## src/rtl/wb_retire_queue.sv

```systemverilog
// Write-back stage: holds one instruction, commits it to the GPR file / exception / ertn
// logic, and records every retired instruction in a small retire-trace FIFO.
module wb_retire_queue #(
  parameter int DATA_W      = 32,
  parameter int AREG_W      = 5,
  parameter int EXC_N       = 6,
  parameter int TRACE_DEPTH = 4
) (
  input  logic                       clk,
  input  logic                       rst,
  input  logic                       mem_valid,
  output logic                       wb_allowin,
  input  logic [31:0]                mem_pc,
  input  logic                       mem_gr_we,
  input  logic [AREG_W-1:0]          mem_waddr,
  input  logic [DATA_W-1:0]          mem_wdata,
  input  logic                       mem_csr_re,
  input  logic [EXC_N-1:0]           mem_exc,
  input  logic                       mem_ertn,
  input  logic [DATA_W-1:0]          csr_rvalue,
  output logic                       rf_we,
  output logic [AREG_W-1:0]          rf_waddr,
  output logic [DATA_W-1:0]          rf_wdata,
  output logic                       wb_ex,
  output logic [$clog2(EXC_N)-1:0]   wb_exc_idx,
  output logic                       ertn_flush,
  output logic [31:0]                wb_pc,
  output logic                       trace_valid,
  input  logic                       trace_ready,
  output logic [31:0]                trace_pc,
  output logic [3:0]                 trace_we,
  output logic [AREG_W-1:0]          trace_waddr,
  output logic [DATA_W-1:0]          trace_wdata
);

  localparam int PTR_W = $clog2(TRACE_DEPTH);
  localparam int CNT_W = $clog2(TRACE_DEPTH + 1);
  localparam int IDX_W = $clog2(EXC_N);

  logic              wb_valid_reg, wb_valid_next;
  logic [31:0]       wb_pc_reg;
  logic              wb_gr_we_reg;
  logic [AREG_W-1:0] wb_waddr_reg;
  logic [DATA_W-1:0] wb_wdata_reg;
  logic              wb_csr_re_reg;
  logic [EXC_N-1:0]  wb_exc_reg;
  logic              wb_ertn_reg;

  logic [CNT_W-1:0]  count_reg, count_next;
  logic [PTR_W-1:0]  head_reg, head_next;
  logic [PTR_W-1:0]  tail_reg, tail_next;

  logic [31:0]       pc_mem    [TRACE_DEPTH];
  logic              we_mem    [TRACE_DEPTH];
  logic [AREG_W-1:0] waddr_mem [TRACE_DEPTH];
  logic [DATA_W-1:0] wdata_mem [TRACE_DEPTH];

  logic trace_pop, trace_full, retire_go, exc_any, flush, load;

  always_comb begin
    trace_pop   = (count_reg != '0) & trace_ready;
    trace_full  = (count_reg == CNT_W'(TRACE_DEPTH));
    // Reset suppresses retirement so a mid-operation reset never emits a commit pulse.
    retire_go   = wb_valid_reg & ~rst & (~trace_full | trace_pop);
    wb_allowin  = ~wb_valid_reg | retire_go;
    exc_any     = |wb_exc_reg;
    rf_we       = retire_go & wb_gr_we_reg & ~exc_any;
    rf_waddr    = wb_waddr_reg;
    rf_wdata    = wb_csr_re_reg ? csr_rvalue : wb_wdata_reg;
    wb_ex       = retire_go & exc_any;
    ertn_flush  = retire_go & wb_ertn_reg & ~exc_any;
    flush       = wb_ex | ertn_flush;
    load        = mem_valid & wb_allowin & ~flush;
    wb_pc       = wb_pc_reg;
    trace_valid = (count_reg != '0);
  end

  // Bit 0 wins: scan from the top so the lowest set bit is the last assignment.
  always_comb begin
    wb_exc_idx = '0;
    for (int i = EXC_N - 1; i >= 0; i--) begin
      if (wb_exc_reg[i]) wb_exc_idx = IDX_W'(i);
    end
  end

  always_comb begin
    wb_valid_next = wb_valid_reg;
    if (flush)           wb_valid_next = 1'b0;
    else if (wb_allowin) wb_valid_next = mem_valid;

    head_next  = trace_pop ? head_reg + PTR_W'(1) : head_reg;
    tail_next  = retire_go ? tail_reg + PTR_W'(1) : tail_reg;
    count_next = count_reg;
    if (retire_go & ~trace_pop)      count_next = count_reg + CNT_W'(1);
    else if (~retire_go & trace_pop) count_next = count_reg - CNT_W'(1);
  end

  always_ff @(posedge clk) begin
    if (rst) begin
      wb_valid_reg <= 1'b0;
      count_reg    <= '0;
      head_reg     <= '0;
      tail_reg     <= '0;
    end else begin
      wb_valid_reg <= wb_valid_next;
      count_reg    <= count_next;
      head_reg     <= head_next;
      tail_reg     <= tail_next;
    end
  end

  // Payload needs no reset: it is only observed while wb_valid_reg is set.
  always_ff @(posedge clk) begin
    if (load) begin
      wb_pc_reg     <= mem_pc;
      wb_gr_we_reg  <= mem_gr_we;
      wb_waddr_reg  <= mem_waddr;
      wb_wdata_reg  <= mem_wdata;
      wb_csr_re_reg <= mem_csr_re;
      wb_exc_reg    <= mem_exc;
      wb_ertn_reg   <= mem_ertn;
    end
  end

  genvar gi;
  generate
    for (gi = 0; gi < TRACE_DEPTH; gi++) begin : g_trace_entry
      always_ff @(posedge clk) begin
        if (retire_go && tail_reg == PTR_W'(gi)) begin
          pc_mem[gi]    <= wb_pc_reg;
          we_mem[gi]    <= rf_we;
          waddr_mem[gi] <= wb_waddr_reg;
          wdata_mem[gi] <= rf_wdata;
        end
      end
    end
  endgenerate

  // Head entry is presented combinationally so the consumer sees it in the same cycle.
  assign trace_pc    = pc_mem[head_reg];
  assign trace_we    = {4{we_mem[head_reg]}};
  assign trace_waddr = waddr_mem[head_reg];
  assign trace_wdata = wdata_mem[head_reg];

endmodule

```

## config.mk

```make
export PLATFORM = sky130hd
export DESIGN_NAME = wb_retire_queue
export DESIGN_NICKNAME = d
export VERILOG_FILES = /design/src/rtl/wb_retire_queue.sv
export SDC_FILE = /design/constraint.sdc
export NUM_CORES = 1
export LEC_CHECK = 0
export ABC_AREA = 1
export ABC_CLOCK_PERIOD_IN_PS = 4600
export BUFFER_PORTS_ARGS = -buffer_cell sky130_fd_sc_hd__buf_4
export CORE_AREA = 2 2 173 175
export DETAILED_ROUTE_END_ITERATION = 10
export DIE_AREA = 0 0 175 177
export PLACE_DENSITY = 0.75
export SYNTH_ARGS = -nofsm -noshare
export SYNTH_HDL_FRONTEND = slang
export SYNTH_SLANG_ARGS = --single-unit
```

## constraint.sdc

```tcl
create_clock -name clk -period 4.6 [get_ports clk]
set_input_delay 0.69 -clock clk [delete_from_list [all_inputs] [get_ports clk]]
set_output_delay 0.69 -clock clk [all_outputs]
set_load 0.01 [all_outputs]
```

==> metrics.yaml, run 1 <==
route:
  drc: 0
  finalWirelength_mm: 29.7
  antenna_left: 0
  firstDrtPassIters: 5
  dr_total_vias: 8295
  viasPerCell: 5.29
  avgRoutedWirePerCell_um: 18.9
  drt_iter0_markers: 718
synth:
  syn_inst: 883
  ys_types: 28
  synthAdderAreaFrac: 0.00578
  syn-cell-area_um2: 14300
  synthSimpleGateAreaFrac: 0.0697
  synth_compound_area_frac: 0.102
  ys_ff_latch: 368
  yosysWarnings: 0
  synth_top_family_by_area: "compound AO/OA/AOI/OAI gates"
  avgSynthCellArea_um2: 16.2
  synth-seq-area-share: 0.766
  syn_nets: 1003
  synth_mux_area_frac: 0.0252
  synth_xor_area_frac: 0.00123
setup_path:
  end_kind: "output pin"
  path_buf_inv: 2
  crit_family: "buffers and inverters"
  crit_path_top_delay_cell: "buf_4"
  critical_path_class: "register to output pin"
  path_max_fanout: 104
  timing.critical_path.from_type: "register"
  cp.arrival_ps: 2750
  cpMostUsedCell: "buf_4"
  cp_cell_sequence: "buf_4 > o21ai_0 > o22ai_1 > buf_4"
  critical_path_required_ps: 3910
  max_stage_delay_ps: 840
sta:
  setup_viol: 0
  min_period_ps: 3440
  tns_ps: 0
  maxSlewHeadroom: 0.243
  period_share: 0.749
  postLayoutSetupSlackWorst_ps: 1160
  hold_violations: 0
  fin_skew_ps: 10.4
  worst_pin_slew_ps: 1130
  max_clock_freq_mhz: 290
  rsz0062_at_grt: "no"
  final_max_slew_viol_count: 0
clocking:
  postCtsHoldBufs: 0
  clock-sinks: 368
  insertion_delay_ps: 510
  root_buffer: "clkbuf_16"
  htree_levels: 2
  postCtsSetupRepairBufs: 0
  ctsResizeCount: 0
  cts_buffer_depth: 3
  cts_tree: "done"
  path_clk_slew_ps: 60
  tritoncts.num_buffers: 38
power_and_ir_drop:
  leakagePower_nw: 6.34
  vdd_drop_max_mv: 0.350
  power_mw: 9.24
  powerDensity_nw_per_um2: 518
floorplanning:
  die_y_um: 177
  die_area_um2: 31000
  num_io_pins: 264
  core_area_um2: 29200
  initial_core_util: 0.489
  die_w_um: 175
  rows: 63
placement:
  dp_slack_ps: 1620
  place_area_um2: 16600
  dpl.hpwl_mm: 18.1
  routabilityCongestion: 0.758
  port_buffers: 263
finish:
  final_common_cell: "edfxtp_1"
  largestRegisters: "pc_mem x128, wdata_mem x128"
  area_growth_syn_to_layout_pct: 24.9
  final_util: 0.611
  nets: 1273
  final_cell_mix: "edfxtp_1 (358), buf_4 (279), nor2_1 (115)"
  antennaDiodeCount: 0
  drive_gt1_frac: 0.360
  fill_cells: 2100
  final_area_um2: 17900
grt:
  grt_pass1_wl_mm: 45.8
  grt_pass1_vias: 8383
  overflow: 0
  grt_util_all_layers: 0.191
  grt_start_max_net_pins: 105
  antenna_found_initial: 0
outcome:
  status: "finished clean"
flow_run:
  drv_cap: 0
worst_hold_path:
  hp-class: "input port to register"
Yosys cell counts:
cell | n | area, µm²
inv_6 | 1 | 8.76
buf_12 | 5 | 100
ha_1 | 5 | 62.6
buf_4 | 3 | 22.5
dfxtp_1 | 10 | 200
buf_6 | 7 | 78.8
o21ai_1 | 30 | 150
inv_2 | 3 | 11.3
nor3_1 | 1 | 5.00
nor2_4 | 40 | 450
edfxtp_1 | 358 | 10800
nand3_1 | 6 | 30.0
buf_2 | 12 | 60.1
clkbuf_1 | 24 | 90.1
mux2_1 | 30 | 338
a21oi_1 | 7 | 35.0
nand2_1 | 14 | 52.6
inv_1 | 16 | 60.1
nor2_1 | 120 | 450
fa_1 | 1 | 20.0
o21bai_1 | 1 | 7.51
nor3b_1 | 1 | 7.51
o22ai_1 | 30 | 188
xor2_1 | 2 | 17.5
o21ai_0 | 113 | 566
mux2_2 | 2 | 22.5
o22ai_2 | 40 | 500
o21ai_2 | 1 | 8.76
final cells by class:
type	instances	area (µm²)	area share
inverters	20	80.1	0.00448
clock buffers	47	1010	0.0563
clock inverters	19	241	0.0135
repair buffers	281	2130	0.120
flip-flops and latches	368	11000	0.614
well taps	390	488	0.0273
multi-input cells	444	2950	0.165
power by group:
part | leakage, nW | switching, mW | total (mW) | internal (mW)
sequential | 3.35 | 0.119 | 4.01 | 3.89
clock | 0.604 | 1.19 | 3.07 | 1.88
combinational | 2.38 | 1.27 | 2.16 | 0.888
total | 6.34 | 2.58 | 9.24 | 6.66
stage by stage:
step | hold WS (ps) | std cells
finish | 350 | 1569
global route | 325 | 1569
CTS | 330 | 1569
detailed placement | 466 | 1503
global placement | 461 | 1503
floorplan | 443 | 883
path summary, 6_finish.rpt:
kind / start / end / slack, ps / depth (start not counted)
min reg2reg: count_reg[2] / count_reg[2] / 480 / 2
max: register / trace_wdata[5] / 1160 / 4
min: mem_wdata[16] / wb_wdata_reg[16] / 350 / 1
max reg2reg: count_reg[0] / wb_pc[23] / 2100 / 7
cells by family (layout without fill, tap and decap cells):
family                     count (synthesis)  after routing
muxes                                     32             32
AOI/OAI and AO/OA                        222            222
xor gates and xnor gates                   2              2
buffers and inverters                     71            367
adders and majority gates                  6              6
DFF                                      368            368
and+or+nand+nor                          182            182
per-layer routing:
| metal | GRT usage | part of all wire | up-vias |
|---|---|---|---|
| met2 | 0.323 | 0.50 | 311 |
| met3 | 0.0466 | 0.075 | 56 |
| met4 | 0.0639 | 0.025 | 0 |
| met5 | 0 | 0 | - |
| met1 | 0.243 | 0.40 | 4063 |
| li1 | - | - | 3865 |
worst reg2reg max path, stage by stage, from the launching register on:
cell,delay [ps]
dfxtp_1,400
nor2_1,70
nand2_1,120
nand2_1,320
nand2_1,210
nand2_1,120
nor2_4,390
buf_4,470
Note: power is estimated with default switching activity, not from simulation.
==> inputs of run 2 (changes only) <==
--- a/config.mk
+++ b/config.mk
@@ -6,7 +6,7 @@
 export NUM_CORES = 1
 export LEC_CHECK = 0
 export ABC_AREA = 1
-export ABC_CLOCK_PERIOD_IN_PS = 4600
+export ABC_CLOCK_PERIOD_IN_PS = 2900
 export BUFFER_PORTS_ARGS = -buffer_cell sky130_fd_sc_hd__buf_4
 export CORE_AREA = 2 2 173 175
 export DETAILED_ROUTE_END_ITERATION = 10
==> constraint.sdc (replaced) <==
create_clock -name clk -period 2.9 [get_ports clk]
set_input_delay 0.435 -clock clk [delete_from_list [all_inputs] [get_ports clk]]
set_output_delay 0.435 -clock clk [all_outputs]
set_load 0.01 [all_outputs]
==> run 2 against run 1 <==
Total power is 61% higher. Clock-buffer cell count is 1 higher. Global-route usage is 0.23 points higher. Sequential share of layout area is 0.56 points lower. Via count is 0.59% higher. First-iteration DRC count is 0.28% lower. Clock power is 61% higher. Flip-flop and latch count stayed put. Utilization is 0.56 points higher. Die area stayed put. Non-clock buffer count is 4 higher. Critical endpoint is now trace_pc[28]. Largest cell class unchanged.
==> metrics.yaml, run 2 (synthesis results as in run 1) <==
finish:
  largestRegisters: "pc_mem x128, wdata_mem x128"
  final_common_cell: "edfxtp_1"
  final_util: 0.616
  antennaDiodeCount: 0
  nets: 1278
  drive_gt1_frac: 0.365
  fill_cells: 2139
  final_cell_mix: "edfxtp_1 (358), buf_4 (275), nor2_1 (115)"
  area_growth_syn_to_layout_pct: 26.1
setup_path:
  crit_family: "buffers and inverters"
  crit_cells: 5
  reg2reg_to: "count_reg[1]"
  reg2reg_from: "count_reg[1]"
  timing.critical_path.from_type: "register"
  end_kind: "output pin"
  r2r_setup_slack_ps: 660
  path_max_fanout: 46
  rr_worst_depth: 9
  cp.arrival_ps: 2210
  path_buf_inv: 3
  cp_cell_sequence: "inv_6 > buf_12 > o21ai_0 > o22ai_2 > buf_4"
  critical_path_required_ps: 2470
  critical_path_class: "register to output pin"
  max_stage_delay_ps: 590
  crit_path_top_delay_cell: "dfxtp_4"
floorplanning:
  num_io_pins: 264
  die_y_um: 177
  die_area_um2: 31000
  rows: 63
  core_area_um2: 29200
  initial_core_util: 0.489
  die_w_um: 175
sta:
  hold_violations: 0
  min_period_ps: 2650
  final_max_slew_viol_count: 0
  worst_pin_slew_ps: 540
  postLayoutSetupSlackWorst_ps: 254
  rsz0062_at_grt: "no"
  period_share: 0.912
  fin_skew_ps: 18.0
  holdWs_ps: 85.2
  max_clock_freq_mhz: 378
  maxSlewHeadroom: 0.639
  setup_viol: 0
power_and_ir_drop:
  power_mw: 14.8
  powerDensity_nw_per_um2: 823
  leakagePower_nw: 6.40
  vdd_drop_max_mv: 0.637
grt:
  grt_pass1_wl_mm: 46.2
  grt_util_all_layers: 0.193
  overflow: 0
  grt_start_max_net_pins: 79
  grt_pass1_vias: 8613
  antenna_found_initial: 2
placement:
  routabilityCongestion: 0.788
  dp_slack_ps: 539
  dpl.hpwl_mm: 17.3
  port_buffers: 263
clocking:
  insertion_delay_ps: 520
  root_buffer: "clkbuf_16"
  path_clk_slew_ps: 60
  htree_levels: 2
  tritoncts.num_buffers: 39
  cts_tree: "done"
  clock-sinks: 368
  postCtsHoldBufs: 0
  postCtsSetupRepairBufs: 0
  ctsResizeCount: 0
  cts_buffer_depth: 3
route:
  firstDrtPassIters: 5
  antenna_left: 0
  drt_iter0_markers: 716
  wl_met1_mm: 12.1
  routed-wl-met2_mm: 15.6
  wl_met3_mm: 1.97
  finalWirelength_mm: 30.3
  dr_total_vias: 8344
  maxUsedRoutingLayer: "met5"
  avgRoutedWirePerCell_um: 19.2
  drc: 0
  viasPerCell: 5.29
worst_hold_path:
  min_from: "mem_wdata[17]"
  holdPathStages: 1
  hp-class: "input port to register"
  min_to: "wb_wdata_reg[17]"
flow_run:
  drv_cap: 0
outcome:
  status: "finished clean"
run 2: cell count changes in the layout (fill, tap and decap cells not counted), sizes merged:
cell,before,now
clkinvlp,1,2
buf,281,285
clkbuf,47,48
bufinv,6,5
clkinv,11,15
inv,21,20
run 2: routing by layer:
| metal | up-vias | global-route usage |
|---|---|---|
| met3 | 45 | 0.0455 |
| met1 | 4153 | 0.240 |
| met4 | 2 | 0.0503 |
| met5 | - | 0 |
| met2 | 263 | 0.342 |
| li1 | 3881 | - |
run 2: how the worst max path moves through the flow:
stage / from / endpoint / slack [ps]
after global routing: register / trace_pc[24] / 110
after CTS: register / trace_pc[24] / 200
after global placement: rst / count_reg[2] / 650
after detailed placement: trace_ready / count_reg[1] / 540
final: register / trace_pc[28] / 250
after floorplan: rst / pc_mem[0][0] / -180
run 2: worst reg2reg max path: cells and delay by family, from the launching register on:
| family | cells | cell delay [ps] |
|---|---|---|
| AOI/OAI and AO/OA | 1 | 170 |
| buffers and inverters | 2 | 190 |
| and+or+nand+nor | 4 | 800 |
| DFF | 1 | 340 |
| adders and majority gates | 2 | 630 |
run 2: layout make-up:
| cell class | instances | area (µm²) | share of cell area |
|---|---|---|---|
| Clock buffer | 48 | 1050 | 0.0584 |
| Tap cell | 390 | 488 | 0.0271 |
| Inverter | 20 | 80.1 | 0.00444 |
| Clock inverter | 22 | 229 | 0.0127 |
| Sequential cell | 368 | 11000 | 0.608 |
| Multi-Input combinational cell | 444 | 2950 | 0.164 |
| Timing Repair Buffer | 285 | 2260 | 0.126 |
run 2: stage by stage:
stage | cell area [µm²] | setup TNS (ps) | cells
finish | 18000 | 0 | 1577
global route | 18000 | 0 | 1577
CTS | 18000 | 0 | 1577
detailed placement | 16700 | 0 | 1507
global placement | 16700 | 0 | 1507
floorplan | 14300 | -49270 | 883
run 2: where the power goes:
part           internal (mW)  total, mW  switching [mW]  leakage, nW
logic                   1.48       3.54            2.05         2.43
clock network           3.02       4.94            1.93        0.622
registers               6.17       6.36           0.184         3.35
total                   10.7       14.8            4.16         6.40
